[config.mk]
export PLATFORM = sky130hd
export DESIGN_NAME = mc_scoreboard_hazard_flat
export DESIGN_NICKNAME = d
export VERILOG_FILES = /design/src/rtl/mc_scoreboard_hazard_if.sv /design/src/rtl/mc_scoreboard_hazard.sv /design/src/flat_wrapper.sv
export SDC_FILE = /design/constraint.sdc
export NUM_CORES = 1
export LEC_CHECK = 0
export CORE_ASPECT_RATIO = 0.9
export CORE_UTILIZATION = 40
export DETAILED_ROUTE_END_ITERATION = 8
export PLACE_DENSITY_LB_ADDON = 0.2
export SYNTH_ARGS = -nofsm -noshare
export SYNTH_HDL_FRONTEND = slang
export SYNTH_SLANG_ARGS = --single-unit
[constraint.sdc]
create_clock -name iCLK -period 7.5 [get_ports iCLK]
set_input_delay 1.5 -clock iCLK [delete_from_list [all_inputs] [get_ports iCLK]]
set_output_delay 1.5 -clock iCLK [all_outputs]
set_load 0.02 [all_outputs]
[src/rtl/mc_scoreboard_hazard_if.sv]
// ID-stage request and scoreboard response bundle for the multi-cycle hazard unit.
// The slave side is the scoreboard. The master side is the pipeline (or the bench).
interface mc_scoreboard_hazard_if #(
  parameter int NREG = 32,
  parameter int RW   = 5,
  parameter int NFU  = 2,
  parameter int FUW  = 1
);
  logic              iFlush;
  logic              iHold;
  logic              iID_Valid;
  logic [RW-1:0]     iID_Rs1;
  logic [RW-1:0]     iID_Rs2;
  logic [RW-1:0]     iID_Rd;
  logic              iID_UseRs1;
  logic              iID_UseRs2;
  logic              iID_WrRd;
  logic              iID_MC;
  logic [FUW-1:0]    iID_FU;
  logic              oIF_Stall;
  logic              oID_Stall;
  logic              oIDEX_Flush;
  logic              oIssue;
  logic [NFU-1:0]    oFU_Busy;
  logic [NFU-1:0]    oCmpl_Valid;
  logic [NFU*RW-1:0] oCmpl_Rd;
  logic [NREG-1:0]   oPending;

  modport slave (
    input  iFlush, iHold, iID_Valid, iID_Rs1, iID_Rs2, iID_Rd,
           iID_UseRs1, iID_UseRs2, iID_WrRd, iID_MC, iID_FU,
    output oIF_Stall, oID_Stall, oIDEX_Flush, oIssue, oFU_Busy,
           oCmpl_Valid, oCmpl_Rd, oPending
  );

  modport master (
    output iFlush, iHold, iID_Valid, iID_Rs1, iID_Rs2, iID_Rd,
           iID_UseRs1, iID_UseRs2, iID_WrRd, iID_MC, iID_FU,
    input  oIF_Stall, oID_Stall, oIDEX_Flush, oIssue, oFU_Busy,
           oCmpl_Valid, oCmpl_Rd, oPending
  );
endinterface

[src/rtl/mc_scoreboard_hazard.sv]
// Register scoreboard for non-pipelined multi-cycle FUs. It issues or stalls ID,
// detects RAW/WAW/structural hazards against in-flight results, and pulses completions.
module mc_scoreboard_hazard #(
  parameter int NREG = 32,
  parameter int RW   = 5,
  parameter int NFU  = 2,
  parameter int FUW  = 1,
  parameter int LW   = 6,
  parameter logic [NFU*LW-1:0] FU_LAT = {6'd4, 6'd7}
) (
  input logic iCLK,
  input logic iRST_n,
  mc_scoreboard_hazard_if.slave sb
);

  localparam int NSEL = 1 << FUW;
  localparam logic [LW-1:0]   CNT_IDLE  = {LW{1'b0}};
  localparam logic [LW-1:0]   CNT_LAST  = LW'(1);
  localparam logic [NSEL-1:0] FU_EXIST  = NSEL'((64'd1 << NFU) - 64'd1);

  logic [LW-1:0]   cnt_r      [NFU];
  logic [RW-1:0]   storedRd_r [NFU];
  logic [NFU-1:0]  storedWr_r;
  logic [NREG-1:0] pending_r;

  logic [NFU-1:0]    busy_s;
  logic [NFU-1:0]    cmplValid_s;
  logic [NFU*RW-1:0] cmplRd_s;
  logic [NSEL-1:0]   busySel_s;
  logic [NSEL-1:0]   cmplSel_s;
  logic [NREG-1:0]   clrMask_s;
  logic [NREG-1:0]   setMask_s;
  logic [NREG-1:0]   eff_s;
  logic              rawHaz_s;
  logic              wawHaz_s;
  logic              structHaz_s;
  logic              hazard_s;
  logic              stall_s;
  logic              issue_s;

  // Per-FU status decode and the mask of registers being released this cycle
  always_comb begin
    busy_s      = {NFU{1'b0}};
    cmplValid_s = {NFU{1'b0}};
    cmplRd_s    = {(NFU*RW){1'b0}};
    busySel_s   = {NSEL{1'b0}};
    cmplSel_s   = {NSEL{1'b0}};
    clrMask_s   = {NREG{1'b0}};
    for (int i = 0; i < NFU; i++) begin
      busy_s[i]      = (cnt_r[i] != CNT_IDLE);
      cmplValid_s[i] = (cnt_r[i] == CNT_LAST);
      busySel_s[i]   = busy_s[i];
      cmplSel_s[i]   = cmplValid_s[i];
      if (cmplValid_s[i]) begin
        cmplRd_s[i*RW +: RW] = storedRd_r[i];
      end else begin
        cmplRd_s[i*RW +: RW] = {RW{1'b0}};
      end
      // Ops that never write Rd must not release a register owned by another FU
      if (cmplValid_s[i] && storedWr_r[i]) begin
        clrMask_s[storedRd_r[i]] = 1'b1;
      end else begin
        clrMask_s = clrMask_s;
      end
    end
  end

  // Hazard detection against effective pending, and the issue decision
  always_comb begin
    eff_s       = pending_r & ~clrMask_s;
    eff_s[0]    = 1'b0;
    rawHaz_s    = (sb.iID_UseRs1 && eff_s[sb.iID_Rs1]) ||
                  (sb.iID_UseRs2 && eff_s[sb.iID_Rs2]);
    wawHaz_s    = sb.iID_WrRd && (sb.iID_Rd != {RW{1'b0}}) && eff_s[sb.iID_Rd];
    structHaz_s = sb.iID_MC && busySel_s[sb.iID_FU] && !cmplSel_s[sb.iID_FU];
    hazard_s    = sb.iID_Valid && (rawHaz_s || wawHaz_s || structHaz_s);
    stall_s     = iRST_n && !sb.iFlush && hazard_s;
    issue_s     = iRST_n && sb.iID_Valid && sb.iID_MC && FU_EXIST[sb.iID_FU] &&
                  !hazard_s && !sb.iHold && !sb.iFlush;
    setMask_s   = {NREG{1'b0}};
    if (issue_s && sb.iID_WrRd && (sb.iID_Rd != {RW{1'b0}})) begin
      setMask_s[sb.iID_Rd] = 1'b1;
    end else begin
      setMask_s = {NREG{1'b0}};
    end
  end

  // FU latency counters; a reload on the completion cycle takes priority over the decrement
  always_ff @(posedge iCLK or negedge iRST_n) begin
    if (!iRST_n) begin
      for (int i = 0; i < NFU; i++) begin
        cnt_r[i]      <= CNT_IDLE;
        storedRd_r[i] <= {RW{1'b0}};
      end
      storedWr_r <= {NFU{1'b0}};
    end else if (sb.iFlush) begin
      for (int i = 0; i < NFU; i++) begin
        cnt_r[i] <= CNT_IDLE;
      end
      storedWr_r <= {NFU{1'b0}};
    end else begin
      for (int i = 0; i < NFU; i++) begin
        if (issue_s && (sb.iID_FU == FUW'(i))) begin
          cnt_r[i]      <= FU_LAT[i*LW +: LW];
          storedRd_r[i] <= sb.iID_Rd;
          storedWr_r[i] <= sb.iID_WrRd;
        end else if (busy_s[i]) begin
          cnt_r[i] <= cnt_r[i] - CNT_LAST;
        end else begin
          cnt_r[i] <= cnt_r[i];
        end
      end
    end
  end

  // Pending bitmap; a set of the same register on the same cycle overrides a release
  always_ff @(posedge iCLK or negedge iRST_n) begin
    if (!iRST_n) begin
      pending_r <= {NREG{1'b0}};
    end else if (sb.iFlush) begin
      pending_r <= {NREG{1'b0}};
    end else begin
      pending_r <= (pending_r & ~clrMask_s) | setMask_s;
    end
  end

  assign sb.oIF_Stall   = stall_s;
  assign sb.oID_Stall   = stall_s;
  assign sb.oIDEX_Flush = stall_s;
  assign sb.oIssue      = issue_s;
  assign sb.oFU_Busy    = busy_s;
  assign sb.oCmpl_Valid = cmplValid_s;
  assign sb.oCmpl_Rd    = cmplRd_s;
  assign sb.oPending    = pending_r;

endmodule

[src/flat_wrapper.sv]
// flat-port wrapper written by rule: the top's interface ports become plain ports
module mc_scoreboard_hazard_flat 
#(
  parameter int NREG = 32,
  parameter int RW   = 5,
  parameter int NFU  = 2,
  parameter int FUW  = 1,
  parameter int LW   = 6,
  parameter logic [NFU*LW-1:0] FU_LAT = {6'd4, 6'd7}
)
  (iCLK, iRST_n, sb_iFlush, sb_iHold, sb_iID_Valid, sb_iID_Rs1, sb_iID_Rs2, sb_iID_Rd, sb_iID_UseRs1, sb_iID_UseRs2, sb_iID_WrRd, sb_iID_MC, sb_iID_FU, sb_oIF_Stall, sb_oID_Stall, sb_oIDEX_Flush, sb_oIssue, sb_oFU_Busy, sb_oCmpl_Valid, sb_oCmpl_Rd, sb_oPending);
  mc_scoreboard_hazard_if #(.NREG(NREG), .RW(RW), .NFU(NFU), .FUW(FUW)) sb_i ();
  input logic iCLK;
  input logic iRST_n;
  input wire logic [$bits(sb_i.iFlush)-1:0] sb_iFlush;
  input wire logic [$bits(sb_i.iHold)-1:0] sb_iHold;
  input wire logic [$bits(sb_i.iID_Valid)-1:0] sb_iID_Valid;
  input wire logic [$bits(sb_i.iID_Rs1)-1:0] sb_iID_Rs1;
  input wire logic [$bits(sb_i.iID_Rs2)-1:0] sb_iID_Rs2;
  input wire logic [$bits(sb_i.iID_Rd)-1:0] sb_iID_Rd;
  input wire logic [$bits(sb_i.iID_UseRs1)-1:0] sb_iID_UseRs1;
  input wire logic [$bits(sb_i.iID_UseRs2)-1:0] sb_iID_UseRs2;
  input wire logic [$bits(sb_i.iID_WrRd)-1:0] sb_iID_WrRd;
  input wire logic [$bits(sb_i.iID_MC)-1:0] sb_iID_MC;
  input wire logic [$bits(sb_i.iID_FU)-1:0] sb_iID_FU;
  output wire logic [$bits(sb_i.oIF_Stall)-1:0] sb_oIF_Stall;
  output wire logic [$bits(sb_i.oID_Stall)-1:0] sb_oID_Stall;
  output wire logic [$bits(sb_i.oIDEX_Flush)-1:0] sb_oIDEX_Flush;
  output wire logic [$bits(sb_i.oIssue)-1:0] sb_oIssue;
  output wire logic [$bits(sb_i.oFU_Busy)-1:0] sb_oFU_Busy;
  output wire logic [$bits(sb_i.oCmpl_Valid)-1:0] sb_oCmpl_Valid;
  output wire logic [$bits(sb_i.oCmpl_Rd)-1:0] sb_oCmpl_Rd;
  output wire logic [$bits(sb_i.oPending)-1:0] sb_oPending;
  assign sb_i.iFlush = sb_iFlush;
  assign sb_i.iHold = sb_iHold;
  assign sb_i.iID_Valid = sb_iID_Valid;
  assign sb_i.iID_Rs1 = sb_iID_Rs1;
  assign sb_i.iID_Rs2 = sb_iID_Rs2;
  assign sb_i.iID_Rd = sb_iID_Rd;
  assign sb_i.iID_UseRs1 = sb_iID_UseRs1;
  assign sb_i.iID_UseRs2 = sb_iID_UseRs2;
  assign sb_i.iID_WrRd = sb_iID_WrRd;
  assign sb_i.iID_MC = sb_iID_MC;
  assign sb_i.iID_FU = sb_iID_FU;
  assign sb_oIF_Stall = sb_i.oIF_Stall;
  assign sb_oID_Stall = sb_i.oID_Stall;
  assign sb_oIDEX_Flush = sb_i.oIDEX_Flush;
  assign sb_oIssue = sb_i.oIssue;
  assign sb_oFU_Busy = sb_i.oFU_Busy;
  assign sb_oCmpl_Valid = sb_i.oCmpl_Valid;
  assign sb_oCmpl_Rd = sb_i.oCmpl_Rd;
  assign sb_oPending = sb_i.oPending;
  mc_scoreboard_hazard #(.NREG(NREG), .RW(RW), .NFU(NFU), .FUW(FUW), .LW(LW), .FU_LAT(FU_LAT)) u_core (.iCLK(iCLK), .iRST_n(iRST_n), .sb(sb_i));
endmodule
* Word-level counts from Yosys, hierarchy flattened
Cells that the tools add are included.
** Storage, ports and cells
- Word-level logic and storage cells :: 97
- Bits of input ports :: 25
- Register bits after elaboration :: 56
- Output and inout port bits :: 50
** Operators by class
- $lt $le $gt $ge :: 9
- Mux-type cells :: 31
- Reductions and logical operators :: 40
- $add $sub $neg :: 2
- Equal/unequal tests :: 2
- Bitwise logic cells :: 6
** Operators with widths (number)
- two-way mux 32 bit :: 4
- OR 32 bit :: 2
- bitwise AND 32 bit :: 1
- inverter 32 bit :: 1
- less-than comparator 5 x 6 -> 1 bit, second input constant :: 5
- logical AND 1 bit :: 24
- two-way mux 6 bit :: 4
- binary-select mux 1 bit (select 5 bit) :: 3
- demux 1 bit (select 5 bit) :: 3
- greater-or-equal comparator 5 x 1 -> 1 bit, second input constant :: 3
- two-way mux 1 bit :: 13
- equality test 6 x 1 -> 1 bit, second input constant :: 2
- two-way mux 12 bit :: 1
- nonzero test 6 bit :: 2
- subtractor 6 x 1 -> 6 bit, second input constant :: 2
- two-way mux 5 bit :: 2
- nonzero test 3 bit :: 2
- nonzero test 5 bit :: 1
- zero test 1 bit :: 4
- AND reduction 2 bit :: 2
- nonzero test 2 bit :: 2
- logical OR 1 bit :: 3
- less-than comparator 1 x 2 -> 1 bit, second input constant :: 1
- two-way mux 2 bit :: 1
- inverter 1 bit :: 2

* Depth between registers and ports, before layout
Gate-level depths: netlist of run 1.
- Depth after elaboration :: 25
- Mapped depth :: 13
- Depth with buffers taken out :: 10

* Least setup slack after synthesis of run 1
Ideal clock, no wire load.
- Path kind :: input -> output
- From :: in sb_iID_Rs2[0]
- To :: out sb_oID_Stall
- Stages on the path :: 7
- Buffers on the path :: 2
- Data required time :: 6000 ps
- Data arrival time :: 3953 ps
- Path slack :: 2047 ps
- Cell sequence :: buf_1 mux4_2 a211oi_1 o221ai_4 o211a_1 nor3_1 buf_4
** Between the ends
- Cells in the longest elaborated chain, start to end :: 8
** Ends and longest elaborated chain
- start: declaration :: RTL line flat_wrapper.sv:19 : input wire logic [$bits(sb_i.iID_Rs2)-1:0] sb_iID_Rs2;
- binary-select mux 1 bit (select 5 bit) :: RTL line mc_scoreboard_hazard.sv:73 : (sb.iID_UseRs2 && eff_s[sb.iID_Rs2]);
- two-way mux 1 bit (implied by the code) :: RTL line mc_scoreboard_hazard.sv:73
- logical AND 1 bit :: RTL line mc_scoreboard_hazard.sv:73
- logical OR 1 bit :: RTL line mc_scoreboard_hazard.sv:72 : rawHaz_s = (sb.iID_UseRs1 && eff_s[sb.iID_Rs1]) ||
- logical OR 1 bit (2 in series) :: RTL line mc_scoreboard_hazard.sv:76 : hazard_s = sb.iID_Valid && (rawHaz_s || wawHaz_s || structHaz_s);
- logical AND 1 bit :: RTL line mc_scoreboard_hazard.sv:76
- logical AND 1 bit :: RTL line mc_scoreboard_hazard.sv:77 : stall_s = iRST_n && !sb.iFlush && hazard_s;
- end: declaration :: RTL line flat_wrapper.sv:27 : output wire logic [$bits(sb_i.oID_Stall)-1:0] sb_oID_Stall;
Every way passes these cells. The select of a mux whose other input is x is not followed.

* Final worst setup path of run 1
- From :: in sb_iID_Rd[0]
- To :: out sb_oID_Stall
** Between the ends
- Cells in the longest elaborated chain, start to end :: 7
- Elaborated cells between the ends (all ways) :: 9
- Classes of those cells :: mux (2); reduce/logical (7)
** Ends and longest elaborated chain
- start: declaration :: RTL line flat_wrapper.sv:20 : input wire logic [$bits(sb_i.iID_Rd)-1:0] sb_iID_Rd;
- binary-select mux 1 bit (select 5 bit) or nonzero test 5 bit (tied branches) :: RTL line mc_scoreboard_hazard.sv:74 : wawHaz_s = sb.iID_WrRd && (sb.iID_Rd != {RW{1'b0}}) && eff_s[sb.iID_Rd];
- two-way mux 1 bit (implied by the code) or logical AND 1 bit (tied branches) :: RTL line mc_scoreboard_hazard.sv:74
- logical AND 1 bit * :: RTL line mc_scoreboard_hazard.sv:74
- logical OR 1 bit * (2 in series) :: RTL line mc_scoreboard_hazard.sv:76
- logical AND 1 bit * :: RTL line mc_scoreboard_hazard.sv:76
- logical AND 1 bit * :: RTL line mc_scoreboard_hazard.sv:77
Every way passes the cells marked *; elsewhere a longest branch is shown, timed or not. The select of a mux whose other input is x is not followed.

==> results of run 1 <==
## final timing paths
path | from | endpoint | cells after the start
setup / recovery | sb_iID_Rd[0] | sb_oID_Stall | 9
hold / removal | u_core.sb.oPending[0] | u_core.sb.oPending[0] | 1
setup reg to reg | u_core.cnt_r[7] | u_core.sb.oPending[28] | 10
hold reg to reg | u_core.sb.oPending[0] | u_core.sb.oPending[0] | 1
max in group asynchronous | iRST_n | u_core.sb.oPending[21] | 2
min in group asynchronous | iRST_n | u_core.sb.oPending[14] | 1
## power breakdown
part | leakage, nW | switching (mW) | internal (mW) | total (mW)
clock | 0.0680 | 0.130 | 0.127 | 0.257
sequential | 0.767 | 0.0624 | 0.339 | 0.401
combinational | 1.13 | 0.345 | 0.190 | 0.535
## worst max-delay path, cell delays in order
cell and delay [ns]:
clkdlybuf4s50_1 0.80, clkinv_1 0.44, nand2_1 0.24, o31ai_1 0.10, nor4_1 0.40, a41oi_2 0.37
o211a_1 0.33, nor3_1 0.29, clkdlybuf4s50_1 0.67
## sequential cells by signal (all words and copies together) (netlist names)
signal	cells
u_core.sb.oPending	32
u_core.storedRd_r	10
u_core.storedWr_r	2
u_core.cnt_r	12
## cells in the mapped netlist, types with 17 or more instances
library cell	number	share of area
dfrtp_1	56	0.30
nor3_1	39	0.042
nand2_1	35	0.028
o22ai_1	20	0.027
clkbuf_1	32	0.026
nor2_1	29	0.023
nor4_1	23	0.031
inv_1	17	0.014
## layout make-up
cell class	count	area, µm²	share of cell area
Clock buffer	5	125	0.0225
Multi-Input combinational cell	411	2990	0.539
Sequential cell	56	1400	0.252
Tap cell	152	190	0.0342
Clock inverter	3	26.3	0.00473
Inverter	18	67.6	0.0122
Timing Repair Buffer	77	753	0.136
## through the flow
stage               cells  power (mW)  instance area (µm²)  hold WS [ns]
floorplan             527       0.760                 4650         0.510
finish                722        1.19                 5560         0.564
CTS                   722        1.19                 5560         0.559
global route          722        1.26                 5560         0.579
detailed placement    714       0.928                 5410         0.539
global placement      714       0.923                 5410         0.540
## kinds of logic after synthesis
| kind of cell | count (synthesis) |
|---|---|
| buf+inv | 60 |
| simple gates | 243 |
| mux | 22 |
| fa+ha+maj | 6 |
| flops | 56 |
| xor+xnor | 6 |
| compound gates | 134 |
## cells in the final DEF (no fill, tap or decap), types with 5 or more instances in the layout
cell type,count
a211oi_1,5
a21oi_1,10
and2_1,6
and3_1,13
clkbuf_16,5
clkdlybuf4s50_1,72
dfrtp_1,56
ha_1,6
inv_1,17
mux2_4,10
mux2i_1,6
nand2_1,35
nand2b_1,13
nand3_1,8
nand3b_1,9
nand4b_1,5
nor2_1,29
nor2b_1,6
nor3_1,39
nor4_1,23
nor4b_1,6
o2111ai_1,6
o211ai_1,5
o21ai_0,10
o221ai_1,7
o22ai_1,20
o31ai_1,13
o32ai_1,13
o41ai_1,6
or2_2,11
or3_1,13
or3b_2,5
or4_1,8
## layer usage
metal  track usage  routed length, µm  share of wire  vias up
met3        0.0828               2220           0.12       61
li1              -                  -              -     2158
met5             0                  0              0        -
met4         0.147                699          0.036        0
met2         0.473               8300           0.43      348
met1         0.457               8050           0.42     2414
==> metrics.yaml, run 1 <==
synth_compound_area_frac: 0.248
hold_viol_final: 0
drc: 0
cts.sinks: 56
dpl.hpwl_mm: 14.0
worst_pin_slew_ns: 1.26
finalSetupViolations: 0
drtIter0Drc: 778
ys_warn_count: 0
fmax_ghz: 0.150
cts-buffers-inserted: 5
syn_area_mm2: 0.00465
clk_transition_reported_paths_ns: 0.08
setup_ws_ns: 0.842
n_fill_cell: 1103
nets: 600
leakagePower_nw: 1.96
cts_max_level: 2
grt_first_pass_wirelength_mm: 29.1
synthSimpleGateAreaFrac: 0.299
fp.dieW_um: 116
die-area_mm2: 0.0121
synthArstFlopShare: 1.00
cts_hold_buf: 0
routed_wl_mm: 19.3
synth_area_per_cell_um2: 8.83
required_ns: 6.00
path_max_fanout: 12
grt_overflow: 0
wl_per_cell_um: 26.7
hp-class: "reg -> reg"
fin_crit_ns: 6.66
area_growth_pct: 19.4
power.density_mw_per_mm2: 215
synthMuxAreaShare: 0.0694
status: "complete, no violations"
drv_cap: 0
critPathKind: "in -> out"
core-area_mm2: 0.0111
vdd_drop_max_v: 0.000241
clock_latency_ns: 0.32
die_h_um: 104
place.gp.congestion: 1.12
numPortBuffers: 74
vias: 4981
ios: 75
cts-root-buf: "clkbuf_16"
std_cell_rows: 36
synth-edff-count: 0
grtUsageTotal: 0.328
ant_nets: 0
synth-seq-cells: 56
grt_pass1_vias: 4800
ys.flop_type: "dfrtp_1"
final_util: 0.502
critPathArrivalTime_ns: 5.16
ys_types: 70
final-max-slew-violation-count: 0
cts_resized: 0
firstDrtPassIters: 5
clockBufferDepth: 2
grt_max_degree: 59
crit_path_end_kind: "primary output"
setup_tns_ns: 0
syn_nets: 558
post_cts_buffers: 0
fin_crit_sh: 0.888
synth_fa_ha_area_frac: 0.0161
initial_core_util: 0.420
place_ws_ns: 0.923
n_antenna_cell: 0
final.setup_skew_ns: 0.00603
r2r_setup_slack_ns: 2.62
cts_tree: "yes"
yosysSeqAreaShare: 0.301
synth-xor-area-share: 0.0113
rsz0062_at_grt: "no"
synth_top_family_by_area: "simple AND/OR/NAND/NOR gates"
routed_via_density: 6.90
synthCells: 527
slew_headroom: 0.162
antenna_found_initial: 0
start_kind: "input port"
drive_above_1_share: 0.109
(Power assumes the default switching activity.)
==> run 2, diff against run 1 <==
Settings changed: CORE_ASPECT_RATIO 0.9 to 0.7.
==> metrics.yaml, run 2 (synthesis results as in run 1) <==
start_kind: "input port"
grt_max_degree: 59  # unchanged
cts_hold_buf: 0  # unchanged
ant_nets: 0  # unchanged
n_antenna_cell: 0  # unchanged
fp.dieW_um: 131  # +13%
grtUsageTotal: 0.340  # +0.0115
highest_layer: "met5"
setup_ws_ns: 0.969  # +0.126 ns
drt-met1-wl_mm: 8.98  # +12%
antenna_found_initial: 0  # unchanged
wl_met3_mm: 2.36  # +6.2%
worst_pin_slew_ns: 1.14  # -0.114 ns
cts-root-buf: "clkbuf_16"
core-area_mm2: 0.0112  # +0.81%
cts-buffers-inserted: 5  # unchanged
power.density_mw_per_mm2: 222  # +3.5%
leakagePower_nw: 2.01  # +2.3%
wl_per_cell_um: 27.3  # +2.1%
dpl.hpwl_mm: 14.6  # +4.3%
die_h_um: 92.3  # -12%
setup_tns_ns: 0  # unchanged
vdd_drop_max_v: 0.000246  # +2.1%
final-max-slew-violation-count: 0  # unchanged
largest_register_ffs: 32  # unchanged
dr_wl_met2_mm: 7.95  # -4.2%
postPlaceCellArea_mm2: 0.00545  # +0.72%
hp-class: "reg -> reg"
drc: 0  # unchanged
crit_chain: "clkdlybuf4s50_1, clkinv_1, nand2_1, o31ai_1, nor4_1, a41oi_2, o211a_1, nor3_1, clkdlybuf4s50_1"
post_cts_buffers: 0  # unchanged
critPathMostFrequentCell: "clkdlybuf4s50_1"
cts_resized: 0  # unchanged
r2r_setup_slack_ns: 2.97  # +0.35 ns
routed_via_density: 6.93  # +0.47%
slowest_stage: "clkdlybuf4s50_1"
rsz0062_at_grt: "no"
routed_wl_mm: 19.8  # +2.8%
place.gp.congestion: 1.02  # -9.1%
cp-endpoint: "sb_oID_Stall"
critPathKind: "in -> out"
hold_viol_final: 0  # unchanged
grt_pass1_vias: 4721  # -1.6%
fmax_ghz: 0.153  # +1.9%
critPathArrivalTime_ns: 5.03  # -0.13 ns
final_common_cell: "clkdlybuf4s50_1"
cts.sinks: 56  # unchanged
ios: 75  # unchanged
grt_first_pass_wirelength_mm: 29.7  # +2.1%
finalSetupViolations: 0  # unchanged
required_ns: 6.00  # about the same
r2r_start: "u_core.cnt_r[9]"
status: "complete, no violations"
clk_transition_reported_paths_ns: 0.07  # about the same
crit_start: "sb_iID_Rd[0]"
die-area_mm2: 0.0121  # about the same
numPortBuffers: 74  # unchanged
clockBufferDepth: 2  # unchanged
initial_core_util: 0.417  # -0.00339
drive_above_1_share: 0.115  # +0.00621
final.setup_skew_ns: 0.00433  # -0.00169 ns
grt_overflow: 0  # unchanged
cts_tree: "yes"
cts_max_level: 2  # unchanged
final_cell_mix: "72 x clkdlybuf4s50_1, 56 x dfrtp_1, 39 x nor3_1"
place_ws_ns: 1.10  # +0.181 ns
slew_headroom: 0.232  # +0.0698
crit_path_end_kind: "primary output"
r2r-end: "u_core.storedRd_r[0]"
drtIter0Drc: 788  # +1.3%
drv_cap: 0  # unchanged
path_max_fanout: 9  # -3
firstDrtPassIters: 7  # +2
vias: 5039  # +1.2%
fin_crit_ns: 6.53  # -0.126 ns
fin_crit_sh: 0.871  # -0.0169
clock_latency_ns: 0.30  # -0.02 ns
reg2reg_depth: 8  # -2
max_stage_delay_ns: 0.68  # -0.12 ns
std_cell_rows: 32  # -11%
area_growth_pct: 21.0
finish.instance_area_mm2: 0.00563  # +1.3%
nets: 605  # +0.83%
-- run 2: metal layers --
| layer | GRT usage | vias up |
|---|---|---|
| li1 | - | 2176 |
| met1 | 0.516 | 2471 |
| met2 | 0.469 | 347 |
| met3 | 0.0776 | 43 |
| met4 | 0.0891 | 2 |
| met5 | 0.0362 | - |
-- run 2: critical path: cells and delay by family --
kind | cells | cell delay (ns)
and+or+nand+nor | 3 | 0.96
buffers and inverters | 3 | 1.77
AOI/OAI and AO/OA | 3 | 0.80
-- run 2: metrics by stage --
stage / util / hold WS [ns] / power (mW) / std cells
floorplan: - / 0.510 / 0.760 / 527
CTS: 0.504 / 0.557 / 1.23 / 727
detailed placement: 0.487 / 0.546 / 0.931 / 720
finish: 0.504 / 0.558 / 1.25 / 727
global placement: 0.487 / 0.539 / 0.927 / 720
global route: 0.504 / 0.582 / 1.32 / 727
-- run 2: worst min path at each step --
stage,startpoint,to,depth (start not counted),slack [ns]
2_1_floorplan,u_core.storedRd_r[2],u_core.storedRd_r[2],1,0.51
3_3_place_gp,u_core.sb.oPending[0],u_core.sb.oPending[0],1,0.54
3_5_place_dp,u_core.sb.oPending[0],u_core.sb.oPending[0],1,0.55
4_1_cts,u_core.sb.oPending[0],u_core.sb.oPending[0],1,0.56
5_1_grt,u_core.sb.oPending[0],u_core.sb.oPending[0],1,0.58
6_report,u_core.sb.oPending[0],u_core.sb.oPending[0],1,0.56
-- run 2: cell type report --
type,instances,area [µm²]
tap,153,191
clock inverter,2,60.1
fill,1043,5540
clock buffer,5,125
sequential,56,1400
inverter,18,67.6
multi-input combinational,411,2990
timing repair buffer,82,791
-- run 2: where the power goes --
part	internal (mW)	total [mW]	switching, mW
Combinational	0.190	0.542	0.352
Sequential	0.339	0.405	0.0660
Clock	0.190	0.303	0.113
